`src/rtl/load_store_unit_if.sv`:
```
// Core-side request/response bus of the load/store unit.
// The core drives the request fields and the unit returns ready/done/err/rdata.
interface load_store_unit_if #(
    parameter int DEPTH = 8
) ();
    logic             req_i;
    logic             we_i;
    logic [2:0]       funct3_i;
    logic [DEPTH-1:0] addr_i;
    logic [31:0]      wdata_i;
    logic             ready_o;
    logic             done_o;
    logic             err_o;
    logic [31:0]      rdata_o;

    modport master (
        output req_i, we_i, funct3_i, addr_i, wdata_i,
        input  ready_o, done_o, err_o, rdata_o
    );

    modport slave (
        input  req_i, we_i, funct3_i, addr_i, wdata_i,
        output ready_o, done_o, err_o, rdata_o
    );
endinterface

```
`src/rtl/load_store_unit.sv`:
```
// Byte/halfword/word load-store unit in front of a word-only data memory.
// Sub-word stores read the target word and write back a merged copy.
module load_store_unit #(
    parameter int DEPTH = 8
) (
    input  logic                 clk,
    input  logic                 rst_n,
    load_store_unit_if.slave     bus,
    output logic [DEPTH-1:0]     mem_rd_addr_o,
    input  logic [31:0]          mem_rd_data_i,
    output logic                 mem_write_o,
    output logic [DEPTH-1:0]     mem_wr_addr_o,
    output logic [31:0]          mem_wr_data_o
);

    typedef enum logic [1:0] {
        S_IDLE   = 2'b00,
        S_ACCESS = 2'b01,
        S_RESP   = 2'b10
    } state_t;

    state_t           state_q, state_d;
    logic             we_q;
    logic [2:0]       funct3_q;
    logic [DEPTH-1:0] addr_q;
    logic [31:0]      wdata_q;
    logic             done_q;
    logic             err_q;
    logic [31:0]      rdata_q;

    logic             ready_s;
    logic             accept_s;
    logic             err_s;
    logic [31:0]      load_s;
    logic [31:0]      merge_s;

    // Illegal funct3 for the direction, or an address not aligned to the access size.
    function automatic logic access_error(input logic we, input logic [2:0] f3,
                                          input logic [1:0] lane);
        logic e;
        case (f3)
            3'b000:  e = 1'b0;
            3'b001:  e = lane[0];
            3'b010:  e = |lane;
            3'b100:  e = we;
            3'b101:  e = we | lane[0];
            default: e = 1'b1;
        endcase
        return e;
    endfunction

    function automatic logic [31:0] merge_store(input logic [2:0] f3, input logic [1:0] lane,
                                                input logic [31:0] old_word,
                                                input logic [31:0] wd);
        logic [31:0] r;
        r = old_word;
        case (f3[1:0])
            2'b00:   r[{lane, 3'b000} +: 8] = wd[7:0];
            2'b01:   r[{lane[1], 4'b0000} +: 16] = wd[15:0];
            default: r = wd;
        endcase
        return r;
    endfunction

    function automatic logic [31:0] extract_load(input logic [2:0] f3, input logic [1:0] lane,
                                                 input logic [31:0] word);
        logic [31:0] sh;
        logic [31:0] r;
        sh = word >> {lane, 3'b000};
        case (f3)
            3'b000:  r = {{24{sh[7]}}, sh[7:0]};
            3'b001:  r = {{16{sh[15]}}, sh[15:0]};
            3'b010:  r = word;
            3'b100:  r = {24'h000000, sh[7:0]};
            3'b101:  r = {16'h0000, sh[15:0]};
            default: r = 32'h0000_0000;
        endcase
        return r;
    endfunction

    assign ready_s  = (state_q != S_ACCESS);
    assign accept_s = bus.req_i & ready_s;
    assign err_s    = access_error(we_q, funct3_q, addr_q[1:0]);
    assign load_s   = extract_load(funct3_q, addr_q[1:0], mem_rd_data_i);
    assign merge_s  = merge_store(funct3_q, addr_q[1:0], mem_rd_data_i, wdata_q);

    assign bus.ready_o   = ready_s;
    assign bus.done_o    = done_q;
    assign bus.err_o     = err_q;
    assign bus.rdata_o   = rdata_q;
    assign mem_rd_addr_o = {addr_q[DEPTH-1:2], 2'b00};
    assign mem_wr_addr_o = {addr_q[DEPTH-1:2], 2'b00};

    // Next-state and memory write strobe.
    always_comb begin
        state_d       = state_q;
        mem_write_o   = 1'b0;
        mem_wr_data_o = 32'h0000_0000;
        case (state_q)
            S_IDLE: begin
                if (accept_s) begin
                    state_d = S_ACCESS;
                end else begin
                    state_d = S_IDLE;
                end
            end
            S_ACCESS: begin
                state_d = S_RESP;
                if (we_q) begin
                    mem_wr_data_o = merge_s;
                    mem_write_o   = ~err_s;
                end else begin
                    mem_wr_data_o = 32'h0000_0000;
                end
            end
            S_RESP: begin
                if (accept_s) begin
                    state_d = S_ACCESS;
                end else begin
                    state_d = S_IDLE;
                end
            end
            default: state_d = S_IDLE;
        endcase
    end

    // State register.
    always_ff @(posedge clk or negedge rst_n) begin
        if (!rst_n) begin
            state_q <= S_IDLE;
        end else begin
            state_q <= state_d;
        end
    end

    // Request capture on acceptance; fields hold so memory addresses stay stable.
    always_ff @(posedge clk or negedge rst_n) begin
        if (!rst_n) begin
            we_q     <= 1'b0;
            funct3_q <= 3'b000;
            addr_q   <= '0;
            wdata_q  <= 32'h0000_0000;
        end else if (accept_s) begin
            we_q     <= bus.we_i;
            funct3_q <= bus.funct3_i;
            addr_q   <= bus.addr_i;
            wdata_q  <= bus.wdata_i;
        end
    end

    // Response registers: done pulses for one cycle, err/rdata hold until the next response.
    always_ff @(posedge clk or negedge rst_n) begin
        if (!rst_n) begin
            done_q  <= 1'b0;
            err_q   <= 1'b0;
            rdata_q <= 32'h0000_0000;
        end else if (state_q == S_ACCESS) begin
            done_q  <= 1'b1;
            err_q   <= err_s;
            rdata_q <= (we_q | err_s) ? 32'h0000_0000 : load_s;
        end else begin
            done_q  <= 1'b0;
        end
    end

endmodule

```
`src/flat_wrapper.sv`:
```
// flat-port wrapper written by rule: the top's interface ports become plain ports
module load_store_unit_flat 
#(
    parameter int DEPTH = 8
)
  (clk, rst_n, mem_rd_addr_o, mem_rd_data_i, mem_write_o, mem_wr_addr_o, mem_wr_data_o, bus_req_i, bus_we_i, bus_funct3_i, bus_addr_i, bus_wdata_i, bus_ready_o, bus_done_o, bus_err_o, bus_rdata_o);
  load_store_unit_if #(.DEPTH(DEPTH)) bus_i ();
  input  logic clk;
  input  logic rst_n;
  output logic [DEPTH-1:0] mem_rd_addr_o;
  input  logic [31:0] mem_rd_data_i;
  output logic mem_write_o;
  output logic [DEPTH-1:0] mem_wr_addr_o;
  output logic [31:0] mem_wr_data_o;
  input wire logic [$bits(bus_i.req_i)-1:0] bus_req_i;
  input wire logic [$bits(bus_i.we_i)-1:0] bus_we_i;
  input wire logic [$bits(bus_i.funct3_i)-1:0] bus_funct3_i;
  input wire logic [$bits(bus_i.addr_i)-1:0] bus_addr_i;
  input wire logic [$bits(bus_i.wdata_i)-1:0] bus_wdata_i;
  output wire logic [$bits(bus_i.ready_o)-1:0] bus_ready_o;
  output wire logic [$bits(bus_i.done_o)-1:0] bus_done_o;
  output wire logic [$bits(bus_i.err_o)-1:0] bus_err_o;
  output wire logic [$bits(bus_i.rdata_o)-1:0] bus_rdata_o;
  assign bus_i.req_i = bus_req_i;
  assign bus_i.we_i = bus_we_i;
  assign bus_i.funct3_i = bus_funct3_i;
  assign bus_i.addr_i = bus_addr_i;
  assign bus_i.wdata_i = bus_wdata_i;
  assign bus_ready_o = bus_i.ready_o;
  assign bus_done_o = bus_i.done_o;
  assign bus_err_o = bus_i.err_o;
  assign bus_rdata_o = bus_i.rdata_o;
  load_store_unit #(.DEPTH(DEPTH)) u_core (.clk(clk), .rst_n(rst_n), .bus(bus_i), .mem_rd_addr_o(mem_rd_addr_o), .mem_rd_data_i(mem_rd_data_i), .mem_write_o(mem_write_o), .mem_wr_addr_o(mem_wr_addr_o), .mem_wr_data_o(mem_wr_data_o));
endmodule
```
`config.mk`:
```
export PLATFORM = sky130hd
export DESIGN_NAME = load_store_unit_flat
export DESIGN_NICKNAME = d
export VERILOG_FILES = /design/src/rtl/load_store_unit_if.sv /design/src/rtl/load_store_unit.sv /design/src/flat_wrapper.sv
export SDC_FILE = /design/constraint.sdc
export NUM_CORES = 1
export LEC_CHECK = 0
export BUFFER_PORTS_ARGS = -buffer_cell sky130_fd_sc_hd__buf_4
export CORE_MARGIN = 2
export CORE_UTILIZATION = 50
export DETAILED_ROUTE_END_ITERATION = 10
export PLACE_DENSITY_LB_ADDON = 0.2
export SLEW_MARGIN = 10
export SYNTH_ARGS = -nofsm -noshare
export SYNTH_HDL_FRONTEND = slang
export SYNTH_SLANG_ARGS = --single-unit
```
`constraint.sdc`:
```
create_clock -name clk -period 6.12 [get_ports clk]
set_input_delay 1.224 -clock clk [delete_from_list [all_inputs] [get_ports clk]]
set_output_delay 1.224 -clock clk [all_outputs]
set_load 0.05 [all_outputs]
```
==> reports/metrics.csv, run 1 <==
metric,value,unit
status,finished clean,
RD Place Congestion,0.912,
RSZ-0062 raised after global routing,no,
cts bufs inserted,9,
HP Class,flip-flop to flip-flop,
endpoints failing setup,0,
xor/xnor share of the synthesized area,0,
Synth top area share,0.403,
total setup buffers inserted after CTS,0,
Avg Inst Size Synth,10.9,sq um
CP required,4.90,ns
Synth Area in Compound Gates,0.215,
Final min period,5.01,ns
clk sinks,79,
Crit. End Element,output pin,
"count leader, synth",dfrtp_1,
"Arr. time, crit path",3.78,ns
Worst Tran Pin Value,1.04,ns
nets,659,
WL per Instance,20.7,um
Vias,4372,
Crit path largest cell delay,0.94,ns
final worst-path cycle share,0.818,
Die W,103,um
clk_lat worst skew,0.36,ns
Area Growth Syn to Fin,25.6,%
I/O Buffers,158,
largest net degree at the start of global routing,80,
vias in the first global route,4167,
die area,10600,sq um
Starting Density,0.509,
mapped cell area,4900,sq um
first-pass GRT wire length,22400,um
Detailed Place HPWL,10800,um
"Seq/Total Area, Yosys",0.403,
"Top FF cell, synth",dfrtp_1,
post-place setup slack,1.64,ns
final instance area,6160,sq um
Post-route DRC,0,
Adder-Cell Fraction of Synth Area,0.0128,
DIE HEIGHT,103,um
GRT Total Usage,0.281,
Reg area,1980,sq um
Async SR Flop Fraction,1.00,
Slew HR,0.306,
Post-CTS Resized,0,
ranking of synthesized cells by area,"dfrtp_1 40%, mux2_2 11%, a221o_1 4.7%, a221oi_1 4.3%, mux2i_1 3.5%",
Detailed Route Iter0 Violations,523,
slowest CP cell,dfrtp_1,
TritonCTS clock tree,built,
Longest Clk Path Bufs,2,
area of the core,9640,sq um
H-tree Lvls,3,
Synth top cells by count,"79 x dfrtp_1, 47 x mux2_2, 43 x nand2_1",
critical path class,flip-flop to output pin,
number of antenna violations at the first check in global routing,0,
Final Hold Vio Count,0,
Synth warnings,0,
"Cell Chain, Critical Path",inv_1 > ha_1 > and4_1 > a221oi_1 > a2111oi_0 > buf_4,
ANT cells,0,
layout cells sized above 1,0.422,
final worst slack,1.11,ns
worst ir drop on vdd,0.144,mV
mux contribution to synthesized area,0.175,
fmax,200,MHz
CTS Hold Bufs,0,
clock root cell,clkbuf_8,
grt total ovfl,0,
main combinational cell family by area after synthesis,compound AO/OA/AOI/OAI gates,
remaining antenna violation count,0,
leading area contributor after synthesis,dfrtp_1,
Max Slew Vio Count,0,
Post-synth EDFFs,0,
footprint of the multi-input gates,2590,sq um
Yosys reg bits,79,
CP startpoint kind,flip-flop,
Static Leak,2.77,nW
I/O pin count,163,
final core utilization,0.639,
r2r setup slk,3.06,ns
Clock Skew,0.00597,ns
Worst Path Max Fanout,21,
Setup TNS,0,ns
Routed WL,14700,um
Placed Area,5980,sq um
DRT Pass-1 Iters,5,
cell area power density,285,nW/um^2
Vias/cell,6.15,
Fillers,845,
post-synthesis simple-gate area fraction,0.123,
synth unique cells,50,
Rows,36,
Post-Synthesis Cells,451,
MaxCap Viol Count,0,
Clock transition at path regs,0.07,ns
registers in the layout, summed over array words and instances (netlist names):
name,cells
u_core.addr_q,8
u_core.bus.rdata_o,32
u_core.funct3_q,3
u_core.bus.done_o,1
u_core.we_q,1
u_core.state_q,1
u_core.wdata_q,32
u_core.bus.err_o,1
metal layers:
layer | global-route usage | vias up | wire length, um
li1 | - | 1977 | -
met1 | 0.380 | 2111 | 5990
met2 | 0.425 | 234 | 6860
met3 | 0.0508 | 50 | 1150
met4 | 0.163 | 0 | 706
met5 | 0 | - | 0
logic make-up (layout without fill, tap and decap cells):
family                   after synthesis  in the layout
multiplexers                          71             71
AND/OR/NAND/NOR                      104            104
other                                  1              4
buffers and inverters                 60            184
flip-flops                            79             79
AO/OA/AOI/OAI                        131            131
adder cells (fa/ha/maj)                5              5
stage by stage:
step                cells  power, W  hold slack [ns]
finish                711   0.00175            0.480
floorplan             454   0.00118            0.437
global route          711   0.00183            0.518
detailed placement    697   0.00138            0.470
global placement      697   0.00136            0.464
CTS                   711   0.00176            0.478
where the power goes:
group | switching [W] | internal (W)
Combinational | 0.000435 | 0.000264
Clock | 0.000180 | 0.000196
Sequential | 0.0000878 | 0.000592
final timing paths:
path                                               from                                  to  cells after the start
min in group asynchronous                         rst_n  u_core.bus.rdata_o[24]$_DFFE_PN0P_                      1
min                         u_core.state_q[0]$_DFF_PN0_         u_core.state_q[0]$_DFF_PN0_                      1
max in group asynchronous                         rst_n  u_core.bus.rdata_o[29]$_DFFE_PN0P_                      1
max                        u_core.addr_q[1]$_DFFE_PN0P_                   mem_wr_data_o[18]                      6
min reg2reg                 u_core.state_q[0]$_DFF_PN0_         u_core.state_q[0]$_DFF_PN0_                      1
max reg2reg                u_core.addr_q[1]$_DFFE_PN0P_  u_core.bus.rdata_o[27]$_DFFE_PN0P_                      6
layout by cell type (no fill, tap or decap), drive strengths merged, types with 11 or more instances in the layout:
master / n
a221o: 23
a221oi: 24
a22oi: 16
buf: 162
clkbuf: 13
dfrtp: 79
mux2: 47
mux2i: 17
nand2: 43
nor2: 12
nor2b: 11
nor3b: 12
o21ai: 17
o22ai: 16
final cells by class:
cell class                      instances  share of cell area
Timing Repair Buffer                  162               0.197
Inverter                                8             0.00487
Multi-Input combinational cell        315               0.421
Sequential cell                        79               0.321
Clock inverter                          1             0.00487
Tap cell                              133              0.0270
Clock buffer                           13              0.0242
critical path, delay by kind of cell (launching register included):
family,cells,cell delay (ns)
fa+ha+maj,1,0.51
buf+inv,2,0.65
compound gates,2,0.88
flops,1,0.94
simple gates,1,0.43
Power figures use the tool's default switching activity.
==> inputs of run 2 (changes only) <==
--- a/config.mk
+++ b/config.mk
@@ -5,6 +5,7 @@
 export SDC_FILE = /design/constraint.sdc
 export NUM_CORES = 1
 export LEC_CHECK = 0
+export ABC_AREA = 1
 export BUFFER_PORTS_ARGS = -buffer_cell sky130_fd_sc_hd__buf_4
 export CORE_MARGIN = 2
 export CORE_UTILIZATION = 50
==> constraint.sdc (replaced) <==
create_clock -name clk -period 5.2 [get_ports clk]
set_input_delay 1.04 -clock clk [delete_from_list [all_inputs] [get_ports clk]]
set_output_delay 1.04 -clock clk [all_outputs]
set_load 0.05 [all_outputs]
==> reports/metrics.csv, run 2 <==
metric,value,unit,change
grt total ovfl,0,,unchanged
"Seq/Total Area, Yosys",0.378,,was 0.403
cell area power density,345,nW/um^2,was 285 nW/um^2
leading area contributor after synthesis,dfrtp_1,,unchanged
Non-Filler Instances,975,,was 711
Detailed Route Iter0 Violations,397,,was 523
Final min period,4.28,ns,
synth unique cells,29,,was 50
R2R depth,8,,was 6
Max Slew Vio Count,0,,unchanged
cts bufs inserted,9,,unchanged
vias in the first global route,5075,,was 4167
r2r setup slk,2.15,ns,was 3.06 ns
clk sinks,79,,unchanged
min-delay src,u_core.state_q[0]$_DFF_PN0_,,unchanged
Synth warnings,0,,unchanged
Synth top cells by count,"249 x nand2_1, 79 x dfrtp_1, 68 x a21oi_1",,"was 79 x dfrtp_1, 47 x mux2_2, 43 x nand2_1"
RSZ-0062 raised after global routing,no,,unchanged
Die W,106,um,was 103 um
worst hold path depth,1,,unchanged
status,finished clean,,unchanged
Static Leak,3.42,nW,was 2.77 nW
Vias,5358,,was 4372
DRT Pass-1 Iters,5,,unchanged
TritonCTS clock tree,built,,unchanged
Slew HR,0.236,,was 0.306
MaxCap Viol Count,0,,unchanged
FF-to-FF End,u_core.bus.rdata_o[3]$_DFFE_PN0P_,,was u_core.bus.rdata_o[27]$_DFFE_PN0P_
most frequent cells in the layout,"248 x nand2_1, 161 x buf_4, 79 x dfrtp_1",,"was 162 x buf_4, 79 x dfrtp_1, 47 x mux2_2"
endpoints failing setup,0,,unchanged
I/O Buffers,158,,unchanged
Async SR Flop Fraction,1.00,,unchanged
"most common cell after layout, fill and taps aside",nand2_1,,was buf_4
I/O pin count,163,,unchanged
HP Class,flip-flop to flip-flop,,unchanged
mapped cell area,5230,sq um,was 4900 sq um
Yosys reg bits,79,,unchanged
nets,918,,was 659
Setup TNS,0,ns,unchanged
area of the core,10200,sq um,was 9640 sq um
Vias/cell,5.50,,was 6.15
CP startpoint kind,flip-flop,,unchanged
Routed WL,16500,um,was 14700 um
Avg Inst Size Synth,7.29,sq um,was 10.9 sq um
CTS Hold Bufs,0,,unchanged
total setup buffers inserted after CTS,0,,unchanged
remaining antenna violation count,0,,unchanged
"Top FF cell, synth",dfrtp_1,,unchanged
number of antenna violations at the first check in global routing,0,,unchanged
"count leader, synth",nand2_1,,was dfrtp_1
die area,11300,sq um,was 10600 sq um
worst ir drop on vdd,0.211,mV,was 0.144 mV
GRT Total Usage,0.295,,was 0.281
Critical R2R Launch,u_core.funct3_q[1]$_DFFE_PN0P_,,was u_core.addr_q[1]$_DFFE_PN0P_
Detailed Place HPWL,12500,um,was 10800 um
largest net degree at the start of global routing,80,,unchanged
RD Place Congestion,0.990,,was 0.912
clk_lat worst skew,0.37,ns,was 0.36 ns
clock root cell,clkbuf_8,,unchanged
"Arr. time, crit path",3.24,ns,was 3.78 ns
Longest Clk Path Bufs,2,,unchanged
WL per Instance,16.9,um,was 20.7 um
Starting Density,0.511,,was 0.509
Final Hold Vio Count,0,,unchanged
WHS Endpoint,u_core.state_q[0]$_DFF_PN0_,,unchanged
Area Growth Syn to Fin,24.0,%,was 25.6%
critical path class,flip-flop to output pin,,unchanged
Clock transition at path regs,0.08,ns,was 0.07 ns
Worst Path Max Fanout,19,,was 21
Clock Skew,0.0106,ns,was 0.00597 ns
placed instance count,959,,was 697
Post-route DRC,0,,unchanged
final worst-path cycle share,0.823,,
Rows,37,,was 36
layout cells sized above 1,0.274,,was 0.422
Post-CTS Resized,0,,unchanged
ANT cells,0,,unchanged
Post-Synthesis Cells,718,,was 451
Crit. End Element,output pin,,unchanged
CP required,4.16,ns,was 4.90 ns
Worst Tran Pin Value,1.15,ns,was 1.04 ns
Synth top area share,0.378,,was 0.403
first-pass GRT wire length,26200,um,was 22400 um
Fillers,953,,was 845
Post-synth EDFFs,0,,unchanged
fmax,234,MHz,
H-tree Lvls,3,,unchanged
ranking of synthesized cells by area,"dfrtp_1 38%, nand2_1 18%, mux2_2 8.2%, a21oi_1 6.5%, nand3_1 3.8%",,"was dfrtp_1 40%, mux2_2 11%, a221o_1 4.7%, a221oi_1 4.3%, mux2i_1 3.5%"
DIE HEIGHT,106,um,was 103 um
run 2: critical path, stage by stage, from the launching register on:
cell      delay (ns)
dfrtp_1         0.71
clkinv_1        0.45
ha_1            0.38
inv_1           0.25
nand3_1         0.32
o22ai_1         0.22
nand2_1         0.08
a21oi_1         0.24
buf_4           0.24
run 2: cell families after synthesis:
kind of cell / after synthesis / synth area share
muxes: 38 / 0.0818
other: 1 / 0.000717
DFF: 79 / 0.378
buffers and inverters: 105 / 0.0985
and+or+nand+nor: 329 / 0.258
adders and majority gates: 5 / 0.0120
AOI/OAI and AO/OA: 161 / 0.171
run 2: how the worst max path moves through the flow:
stage	from	end	slack, ns	depth (start not counted)
final	u_core.addr_q[0]$_DFFE_PN0P_	mem_wr_data_o[30]	0.92	8
after global placement	u_core.funct3_q[1]$_DFFE_PN0P_	mem_wr_data_o[7]	1.43	7
after floorplan	u_core.addr_q[0]$_DFFE_PN0P_	mem_wr_data_o[29]	1.77	8
after detailed placement	u_core.addr_q[0]$_DFFE_PN0P_	mem_wr_data_o[30]	1.39	8
after global routing	u_core.addr_q[0]$_DFFE_PN0P_	mem_wr_data_o[25]	0.73	8
after CTS	u_core.addr_q[0]$_DFFE_PN0P_	mem_wr_data_o[30]	1.00	8
run 2: report_power, final:
group / total [W] / leakage (nW) / switching, W / internal, W
clock: 0.000477 / 0.0989 / 0.000240 / 0.000236
combinational: 0.000964 / 2.33 / 0.000642 / 0.000321
sequential: 0.000798 / 0.992 / 0.0000999 / 0.000698
total: 0.00224 / 3.42 / 0.000982 / 0.00126
run 2: through the flow:
stage	utilization	power, W	setup slack (ns)	area [sq um]	hold slack, ns
after global routing	0.634	0.00236	0.735	6490	0.456
final	0.634	0.00224	0.918	6490	0.427
after detailed placement	0.614	0.00177	1.39	6280	0.417
after global placement	0.614	0.00176	1.43	6280	0.414
after floorplan	-	0.00150	1.77	5240	0.403
after CTS	0.634	0.00224	1.00	6490	0.428
run 2: routing by layer:
metal / part of all wire / track usage / wire [um]
met2: 0.47 / 0.467 / 7750
met1: 0.43 / 0.410 / 7150
met5: 0 / 0 / 0
met4: 0.016 / 0.105 / 272
met3: 0.082 / 0.0466 / 1350
run 2: layout make-up:
type | instances | area, sq um | area share
clock buffer | 10 | 138 | 0.0212
clock inverter | 6 | 67.6 | 0.0104
inverter | 46 | 173 | 0.0266
multi-input combinational | 537 | 2750 | 0.424
sequential | 79 | 1980 | 0.305
tap | 136 | 170 | 0.0262
timing repair buffer | 161 | 1210 | 0.186
